==> src/rtl/sumador_restador_serie.sv <==
// +----------------------------------------------------------------------------+
// | Module  : sumador_restador_serie                                           |
// | Brief   : Multi-cycle CHUNK-sliced two's-complement adder/subtractor with  |
// |           valid/ready handshakes and cout/ovf/zero flags.                  |
// |           Optional macro SUMRES_SAT_EN: clamp result on signed overflow.   |
// | Revision: 1.0 - initial release                                            |
// +----------------------------------------------------------------------------+
`default_nettype none

module sumador_restador_serie #(
  parameter int WIDTH = 16,
  parameter int CHUNK = 4
) (
  input  logic             in_clk,
  input  logic             in_rst_n,
  input  logic             in_valid,
  output logic             out_ready,
  input  logic [WIDTH-1:0] in_a,
  input  logic [WIDTH-1:0] in_b,
  input  logic             in_sub,
  output logic             out_valid,
  input  logic             in_ready,
  output logic [WIDTH-1:0] out_s,
  output logic             out_cout,
  output logic             out_ovf,
  output logic             out_zero
);

  localparam int c_NCHUNK = WIDTH / CHUNK;
  localparam int c_KW     = (c_NCHUNK > 1) ? $clog2(c_NCHUNK) : 1;
  localparam logic [c_KW-1:0] c_LAST = c_KW'(c_NCHUNK - 1);

  localparam logic [1:0] c_IDLE = 2'd0;
  localparam logic [1:0] c_BUSY = 2'd1;
  localparam logic [1:0] c_DONE = 2'd2;

  logic [1:0]       r_state;
  logic [WIDTH-1:0] r_a;
  logic [WIDTH-1:0] r_b;
  logic             r_carry;
  logic [c_KW-1:0]  r_k;
  logic [WIDTH-1:0] r_s;
  logic             r_cout;
  logic             r_ovf;
  logic             r_zero;

  logic [CHUNK:0]   w_sum;
  logic [WIDTH-1:0] w_res;
  logic [WIDTH-1:0] w_final;
  logic             w_ovf;

  always_comb begin
    w_sum = {1'b0, r_a[int'(r_k)*CHUNK +: CHUNK]}
          + {1'b0, r_b[int'(r_k)*CHUNK +: CHUNK]}
          + {{CHUNK{1'b0}}, r_carry};
    w_res = r_s;
    w_res[int'(r_k)*CHUNK +: CHUNK] = w_sum[CHUNK-1:0];
    // Carry into the MSB recovered from the MSB sum bit; only meaningful on the last slice.
    w_ovf = r_a[WIDTH-1] ^ r_b[WIDTH-1] ^ w_res[WIDTH-1] ^ w_sum[CHUNK];
    w_final = w_res;
`ifdef SUMRES_SAT_EN
    if (w_ovf) begin
      w_final = r_a[WIDTH-1] ? {1'b1, {(WIDTH-1){1'b0}}} : {1'b0, {(WIDTH-1){1'b1}}};
    end
`endif
  end

  always_ff @(posedge in_clk or negedge in_rst_n) begin
    if (!in_rst_n) begin
      r_state <= c_IDLE;
      r_a     <= '0;
      r_b     <= '0;
      r_carry <= 1'b0;
      r_k     <= '0;
      r_s     <= '0;
      r_cout  <= 1'b0;
      r_ovf   <= 1'b0;
      r_zero  <= 1'b0;
    end else begin
      case (r_state)
        c_IDLE: begin
          if (in_valid) begin
            r_a     <= in_a;
            r_b     <= in_b ^ {WIDTH{in_sub}};
            r_carry <= in_sub;
            r_k     <= '0;
            r_state <= c_BUSY;
          end
        end
        c_BUSY: begin
          r_carry <= w_sum[CHUNK];
          r_k     <= r_k + 1'b1;
          if (r_k == c_LAST) begin
            r_s     <= w_final;
            r_cout  <= w_sum[CHUNK];
            r_ovf   <= w_ovf;
            r_zero  <= (w_final == '0);
            r_state <= c_DONE;
          end else begin
            r_s <= w_res;
          end
        end
        c_DONE: begin
          if (in_ready) begin
            r_state <= c_IDLE;
          end
        end
        default: r_state <= c_IDLE;
      endcase
    end
  end

  assign out_ready = (r_state == c_IDLE);
  assign out_valid = (r_state == c_DONE);
  assign out_s     = r_s;
  assign out_cout  = r_cout;
  assign out_ovf   = r_ovf;
  assign out_zero  = r_zero;

endmodule

`default_nettype wire

==> config.mk <==
export PLATFORM = sky130hd
export DESIGN_NAME = sumador_restador_serie
export DESIGN_NICKNAME = d
export VERILOG_FILES = /design/src/rtl/sumador_restador_serie.sv
export SDC_FILE = /design/constraint.sdc
export NUM_CORES = 1
export LEC_CHECK = 0
export ABC_CLOCK_PERIOD_IN_PS = 3610
export BUFFER_PORTS_ARGS = -buffer_cell sky130_fd_sc_hd__buf_2
export CORE_MARGIN = 4
export CORE_UTILIZATION = 55
export CTS_CLUSTER_SIZE = 10
export DETAILED_ROUTE_END_ITERATION = 8
export PLACE_DENSITY = 0.86
export SKIP_LAST_GASP = 1
export SLEW_MARGIN = 5
export SYNTH_ARGS = -nofsm -noshare
export SYNTH_HDL_FRONTEND = slang
export SYNTH_SLANG_ARGS = --single-unit
==> constraint.sdc <==
create_clock -name in_clk -period 3.61 [get_ports in_clk]
set_clock_uncertainty 0.15 [all_clocks]
set_input_delay 0.722 -clock in_clk [delete_from_list [all_inputs] [get_ports in_clk]]
set_output_delay 0.722 -clock in_clk [all_outputs]
set_load 0.02 [all_outputs]
### Word-level counts from Yosys, hierarchy flattened

Cells that the tools add are included.

| storage, ports and cells | value |
|---|---|
| flip-flop bits (word level) | 56 |
| input bits | 37 |
| output and inout port bits | 21 |
| logic and storage cells | 43 |

| operators by class | value |
|---|---|
| add/sub/neg operators | 4 |
| eq/ne operators | 6 |
| shift operators | 4 |
| muxes and demuxes | 9 |
| bitwise operators | 4 |
| reductions and logical operators | 7 |

Operator list:

| operator | count |
|---|---|
| 4-bit negation with 33-bit output | 1 |
| 4-bit by 33-bit variable shift with 16-bit output, first input constant | 1 |
| 4-bit by 33-bit indexed part select with 16-bit output | 1 |
| 16-bit by 5-bit indexed part select with 4-bit output | 2 |
| 16-bit bitwise mux | 1 |
| 16-bit zero test | 1 |
| 16-bit XOR | 1 |
| 2-bit 2-to-1 mux | 4 |
| 2-bit one-hot mux with 3 select lines | 1 |
| 2-bit AND reduction | 3 |
| 4-bit by 4-bit adder with 5-bit output | 1 |
| 5-bit by 1-bit adder with 5-bit output | 1 |
| 2-bit == test, second input constant | 2 |
| 2-bit != test, second input constant | 2 |
| 2-bit one-hot mux with 2 select lines | 1 |
| 3-bit AND reduction | 1 |
| 1-bit XOR | 3 |
| 2-bit by 1-bit adder with 2-bit output, second input constant | 1 |
| 2-bit by 1-bit == test with 1-bit output, second input constant | 1 |
| 2-bit zero test | 1 |
| 2-bit by 1-bit != test with 1-bit output, second input constant | 1 |
| 1-bit one-hot mux with 2 select lines | 1 |
| 2-bit nonzero test | 1 |
| 1-bit 2-to-1 mux | 1 |

### Depth between registers and ports, before layout

Gate-level depths: netlist of the first run.

| logic depth | value |
|---|---|
| depth in word-level cells | 7 |
| gate-level depth with buffers | 11 |
| mapped depth without buffers | 9 |

### Worst setup path before layout of the first run

No wires, ideal clock.

| path | value |
|---|---|
| kind | reg-to-reg |
| start point | reg r_k[0] |
| end point | reg r_zero, in the netlist out_zero |
| library setup time | 0.128 ns |
| arrival time | 2.912 ns |
| required time | 3.332 ns |
| setup slack | 0.420 ns |
| cell stages (with the launch flop) | 12 |
| path buffers | 2 |
| period minus slack after synthesis | 3.190 ns |
| path through | dfrtp_1 > buf_4 > buf_2 > mux4_2 > fa_1 > inv_1 > fa_1 > nor2b_1 > nor4b_1 > nor4_1 > o2111ai_1 > o21ai_0 |

| on the way | value |
|---|---|
| longest elaborated chain between the ends | 6 |
| elaborated cells on any way between the ends | 11 |
| those cells by class | 3 x add/sub; 1 x eq/ne; 4 x shift; 1 x mux; 2 x reduce/logical |

RTL lines:

| what | line | text |
|---|---|---|
| start, declared | 41 | `logic [c_KW-1:0] r_k;` |
| start signal, assigned | 92 | `r_k <= r_k + 1'b1;` |
| 16-bit by 5-bit indexed part select with 4-bit output (on tied branches) | 53, 54 |  |
| 4-bit by 4-bit adder with 5-bit output | 54 | `+ {1'b0, r_b[int'(r_k)*CHUNK +: CHUNK]}` |
| 5-bit by 1-bit adder with 5-bit output | 55 | `+ {{CHUNK{1'b0}}, r_carry};` |
| 4-bit by 33-bit indexed part select with 16-bit output | 57 | `w_res[int'(r_k)*CHUNK +: CHUNK] = w_sum[CHUNK-1:0];` |
| 16-bit bitwise mux | 57 |  |
| 16-bit zero test | 97 | `r_zero <= (w_final == '0);` |
| end signal, assigned | 97 |  |
| end, declared | 45 | `logic r_zero;` |

Several ways; a longest one is shown, not always the timed one.
A chain may end at the register's enable or synchronous reset.

### Final worst setup path of the first run

Same ends and word-level chain as after synthesis.

==> results.yml, run 1 <==
floorplanning:
  die_area_um2: 6460
  initial_core_util_pct: 56.7
  die-height_um: 80.4
  core-area_um2: 5070
  die_x_um: 80.4
  io_pins: 58
  num_rows: 26
synthesis:
  yosys_warnings: 0
  yosys-top-cells-area: "dfrtp_1 49%, mux2_2 6.6%, xnor2_1 6.1%"
  synthArstFlopShare_pct: 100
  ys_seq_area_share_pct: 48.7
  synth_top_area_share_pct: 48.7
  ys_types: 38
  synth_edf_count: 0
  ys_ff_latch: 56
  yosys.area.top_type: "dfrtp_1"
  synthCells: 253
  syn_nets: 301
  synth_area_um2: 2880
  avgSynthCellArea_um2: 11.4
  synth_flop_cell: "dfrtp_1"
drt:
  wl_mm: 5.69
  dr.pass1.iters: 4
  viasPerCell: 5.47
  ant_nets: 0
  via_count: 2063
  drtIter0Drc: 120
  drt-wirelength-per-cell_um: 15.1
  drc_errors: 0
placement:
  numPortBuffers: 57
  hpwl_mm: 4.31
  gp_congestion: 0.858
  place_worst_setup_slack_ns: 0.385
sta:
  worstMarginPinSlew_ns: 0.901
  final_max_slew_viol_count: 0
  post-route-worst-setup-slack_ns: 0.351
  max_freq_mhz: 307
  hold_ws_ns: 0.269
  tns_ns: 0
  min_period_ns: 3.26
  rsz0062_at_grt: "no"
  finalHoldViolCount: 0
  maxSlewHeadroom_pct: 39.9
  period_share_pct: 90.3
  final-setup-viol-count: 0
hold_path:
  hold_path_class: "in -> async"
clock_network:
  clock-sinks: 56
  post_cts_buffers: 0
  cts_tree: "done"
  ctsRootBufferMaster: "clkbuf_8"
  ctsHoldBuffers: 0
  insertion_delay_ns: 0.31
  cts_resized: 0
  cts_made_buffers: 5
  cts_buffer_depth: 2
  clk_pin_slew_worst_paths_ns: 0.09
  cts_htree_levels: 2
grt:
  grt_use_total_pct: 19.8
  grt.busiest_layer: "met2"
  grtUsageMet3_pct: 4.04
  grtUsageMet2_pct: 31.8
  grt_pass1_wl_mm: 9.83
  antenna_found_initial: 0
  globalRouteMet1Util_pct: 26.2
  grt_pass1_vias: 2121
  grt_max_degree: 53
  grt_overflow: 0
power_and_ir_drop:
  vdd_drop_max_mv: 0.570
  p_leak_uw: 0.00150
  cellPowerDensity_nw_per_um2: 1070
  power.total_uw: 3550
cells_and_area:
  mostFrequentLayoutCell: "buf_2"
  multiInputGateArea_um2: 1400
  regArea_um2: 1400
  final_cell_mix: "57 x buf_2, 56 x dfrtp_1, 25 x nor2_1, 25 x nand2_1, 20 x xnor2_1"
  postLayoutCoreUtil_pct: 65.2
  drive_above_1_share_pct: 30.3
  fill_cells: 401
  area_growth_pct: 14.9
  antennaDiodeCount: 0
  finalNetCount: 355
setup_path:
  cp-start-kind: "flip-flop"
  crit_arrival_ns: 3.30
  crit_path_frequent_cell: "fa_1"
  critPathMaxFanout: 7
  crit_path_end_kind: "flip-flop"
  critical_path_class: "reg -> reg"
  cp.buffers_inverters: 1
  slowest_delay_ns: 0.57
  crit_family: "adder cells"
  critical_path.cell_chain: "mux4_2, fa_1, inv_1, fa_1, nor2b_1, nor4b_1, nor4_1, o2111ai_1, o21ai_0"
  cp.required_ns: 3.66
  slowest_stage: "dfrtp_1"
run:
  cap_violations: 0
status:
  outcome: "finished, final reports clean"
## path summary, 6_finish.rpt
kind	start	end	slack [ns]	depth (start not counted)
worst min register to register	out_zero$_DFFE_PN0P_	out_zero$_DFFE_PN0P_	0.35	2
worst max register to register	r_k[0]$_DFFE_PN0P_	out_zero$_DFFE_PN0P_	0.35	9
min in group in_clk	out_zero$_DFFE_PN0P_	out_zero$_DFFE_PN0P_	0.35	2
max in group asynchronous	in_rst_n	r_b[10]$_DFFE_PN0P_	2.24	2
worst max-delay path	r_k[0]$_DFFE_PN0P_	out_zero$_DFFE_PN0P_	0.35	9
worst min-delay path	in_rst_n	out_s[12]$_DFFE_PN0P_	0.27	1
## area by class of cell
class                      count  area share [%]
sequential                    56            42.4
multi-input combinational    178            42.2
timing repair buffer          59            9.08
clock buffer                   7            2.91
tap                           70            2.65
inverter                       7           0.795
## through the flow
step,instances,instance area [µm²]
6_report,377,3310
5_1_grt,377,3310
4_1_cts,377,3310
3_5_place_dp,370,3210
3_3_place_gp,370,3210
2_1_floorplan,253,2880
## routing by layer
layer  vias to the layer above  routed length (µm)
met3                        14                 385
met4                         0                 131
met2                        71                2740
li1                       1001                   -
met5                         -                   0
met1                       977                2430
## power by group
part           switching, µW  total, µW  leakage, µW  internal (µW)
clock                    189        360    0.0000503            171
combinational           1190       2070     0.000767            879
sequential               216       1120     0.000684            907
total                   1600       3550      0.00150           1960
## cell families (layout without fill, tap and decap cells)
group	after synthesis	after routing	share of synthesized area (%)
simple gates	68	68	10.8
mux	25	25	13.2
compound gates	52	52	12.5
fa+ha+maj	11	11	5.30
flops	56	56	48.7
buf+inv	19	73	2.91
xor+xnor	22	22	6.69
## cells in the mapped netlist, types with 4 or more instances
library cell and n:
nor4_1 4, mux2_2 17, buf_2 7, o31ai_1 13, nand2_1 25, o21ai_0 7
inv_1 7, ha_1 9, a22o_1 4, mux4_2 6, nor2_1 25, a21oi_1 16
dfrtp_1 56, xnor2_1 20
## flip-flops by register name (all words and copies together), names as in the netlist
register and count:
r_a 16, out_ovf 1, r_k 2, r_b 16, out_cout 1, out_s 16, r_state 2, r_carry 1
out_zero 1
Power figures use the tool's default switching activity.
==> run 2, diff against run 1 <==
- ABC_AREA: unset -> 1
- PLACE_DENSITY: 0.86 -> 0.85
==> results.yml, run 2 <==
clock_network:
  cts_buffer_depth: 2
  ctsHoldBuffers: 0
  cts_resized: 0
  cts_tree: "done"
  clk_pin_slew_worst_paths_ns: 0.10
  insertion_delay_ns: 0.31
  cts_made_buffers: 5
  clock-sinks: 56
  cts_htree_levels: 2
  ctsRootBufferMaster: "clkbuf_8"
  post_cts_buffers: 0
grt:
  grt_max_degree: 38
  globalRouteMet1Util_pct: 27.3
  grt_pass1_vias: 2411
  grtUsageMet2_pct: 35.1
  grt_use_total_pct: 21.0
  grt_pass1_wl_mm: 10.9
  grtUsageMet3_pct: 4.66
  antenna_found_initial: 0
  grt.busiest_layer: "met2"
  grt_overflow: 0
synthesis:
  avgSynthCellArea_um2: 7.69
  synthArstFlopShare_pct: 100
  synthCells: 396
  synth_edf_count: 0
  yosys.area.top_type: "dfrtp_1"
  yosys-top-cells-count: "136 x nand2_1, 56 x dfrtp_1, 44 x nor2_1"
  ys_ff_latch: 56
  synth_area_um2: 3040
  ys_seq_area_share_pct: 46.0
  synth_top_area_share_pct: 46.0
  synth_flop_cell: "dfrtp_1"
  yosys-top-cells-area: "dfrtp_1 46%, nand2_1 17%, o21ai_0 6.9%"
  synth.most_common_cell: "nand2_1"
  yosys_warnings: 0
  ys_types: 25
  syn_nets: 444
sta:
  final_max_slew_viol_count: 0
  post-route-worst-setup-slack_ns: 0.604
  worstMarginPinSlew_ns: 0.792
  tns_ns: 0
  finalHoldViolCount: 0
  min_period_ns: 3.01
  rsz0062_at_grt: "no"
  maxSlewHeadroom_pct: 47.2
  final-setup-viol-count: 0
  max_freq_mhz: 333
  period_share_pct: 83.3
setup_path:
  crit_path_end_kind: "flip-flop"
  crit_arrival_ns: 3.07
  rr_endpoint: "out_ovf$_DFFE_PN0P_"
  critical_path_class: "reg -> reg"
  ff2ff_setup_slack_ns: 0.60
  cp.required_ns: 3.68
  critPathMaxFanout: 13
  rr_startpoint: "r_k[1]$_DFFE_PN0P_"
  reg2reg_depth: 15
  cp-start-kind: "flip-flop"
drt:
  wl_mm: 6.71
  drtIter0Drc: 141
  drc_errors: 0
  ant_nets: 0
  drt-wirelength-per-cell_um: 13.0
  via_count: 2722
  dr.pass1.iters: 5
  viasPerCell: 5.25
floorplanning:
  die-height_um: 82.4
  num_rows: 26
  die_area_um2: 6790
  io_pins: 58
  core-area_um2: 5240
  die_x_um: 82.4
  initial_core_util_pct: 58.1
cells_and_area:
  final_cell_mix: "136 x nand2_1, 57 x buf_2, 56 x dfrtp_1"
  area_growth_pct: 13.2
  mostFrequentLayoutCell: "nand2_1"
  finalNetCount: 495
  drive_above_1_share_pct: 15.4
  final_cells: 518
  antennaDiodeCount: 0
  fill_cells: 474
  postLayoutCoreUtil_pct: 65.8
status:
  outcome: "finished, final reports clean"
power_and_ir_drop:
  cellPowerDensity_nw_per_um2: 994
  power.total_uw: 3420
  vdd_drop_max_mv: 0.469
  p_leak_uw: 0.00180
placement:
  placed_cells: 510
  gp_congestion: 0.892
  hpwl_mm: 5.04
  place_worst_setup_slack_ns: 0.683
  numPortBuffers: 57
hold_path:
  hold_path_class: "in -> async"
run:
  cap_violations: 0
-- run 2: cell count changes after synthesis, sizes merged, moves of 12 or more --
cell   change
mux2      -17
o21ai     +34
nand2    +111
nand3     +13
o31ai     -12
inv       +24
nor2      +19
a21oi     -12
-- run 2: area by class of cell --
cell class                      count  area, µm²  area share, %
Timing Repair Buffer               60        308           8.94
Tap cell                           70       87.6           2.54
Inverter                           31        116           3.38
Sequential cell                    56       1400           40.7
Multi-Input combinational cell    293       1440           41.8
Clock buffer                        8       90.1           2.62
-- run 2: cells by family (layout without fill, tap and decap cells) --
| logic type | count (synthesis) | in the layout | synth area share [%] |
|---|---|---|---|
| AO/OA/AOI/OAI | 65 | 65 | 11.8 |
| XOR/XNOR | 17 | 17 | 4.89 |
| adder cells (fa/ha/maj) | 11 | 11 | 5.01 |
| buffers and inverters | 47 | 99 | 6.62 |
| flip-flops | 56 | 56 | 46.0 |
| AND/OR/NAND/NOR | 200 | 200 | 25.7 |
-- run 2: layer usage --
layer / part of all wire [%] / vias up
li1: - / 1365
met1: 45 / 1258
met2: 48 / 90
met3: 6.2 / 9
met4: 1.4 / 0
met5: 0 / -
-- run 2: how the worst max path moves through the flow --
stage	from	end	slack, ns	cells after the start
after global placement	r_k[1]$_DFFE_PN0P_	out_zero$_DFFE_PN0P_	0.78	16
after global routing	r_k[1]$_DFFE_PN0P_	out_ovf$_DFFE_PN0P_	0.38	15
after detailed placement	r_k[1]$_DFFE_PN0P_	out_ovf$_DFFE_PN0P_	0.68	15
final	r_k[1]$_DFFE_PN0P_	out_ovf$_DFFE_PN0P_	0.60	15
after CTS	r_k[1]$_DFFE_PN0P_	out_ovf$_DFFE_PN0P_	0.64	15
after floorplan	r_k[0]$_DFFE_PN0P_	out_zero$_DFFE_PN0P_	0.75	18
-- run 2: power by group --
| part | switching [µW] | internal (µW) | leakage (µW) |
|---|---|---|---|
| Clock | 197 | 157 | 0.0000455 |
| Combinational | 1290 | 671 | 0.00106 |
| Sequential | 200 | 911 | 0.000698 |
-- run 2: stage by stage --
step / cell area (µm²) / hold slack [ns]
finish: 3440 / 0.332
global route: 3440 / 0.362
CTS: 3440 / 0.340
detailed placement: 3350 / 0.315
global placement: 3350 / 0.314
floorplan: 3040 / 0.276
-- run 2: worst max-delay path, stage by stage (launching register included) --
cell	delay, ns
dfrtp_1	0.50
inv_1	0.34
o21ai_0	0.16
o22ai_1	0.20
fa_1	0.23
inv_1	0.06
fa_1	0.38
inv_1	0.06
nand2_1	0.07
nand2_1	0.08
a21oi_1	0.12
or2_2	0.31
nand2_1	0.06
nand2_1	0.05
nand3_1	0.08
nand2_1	0.05
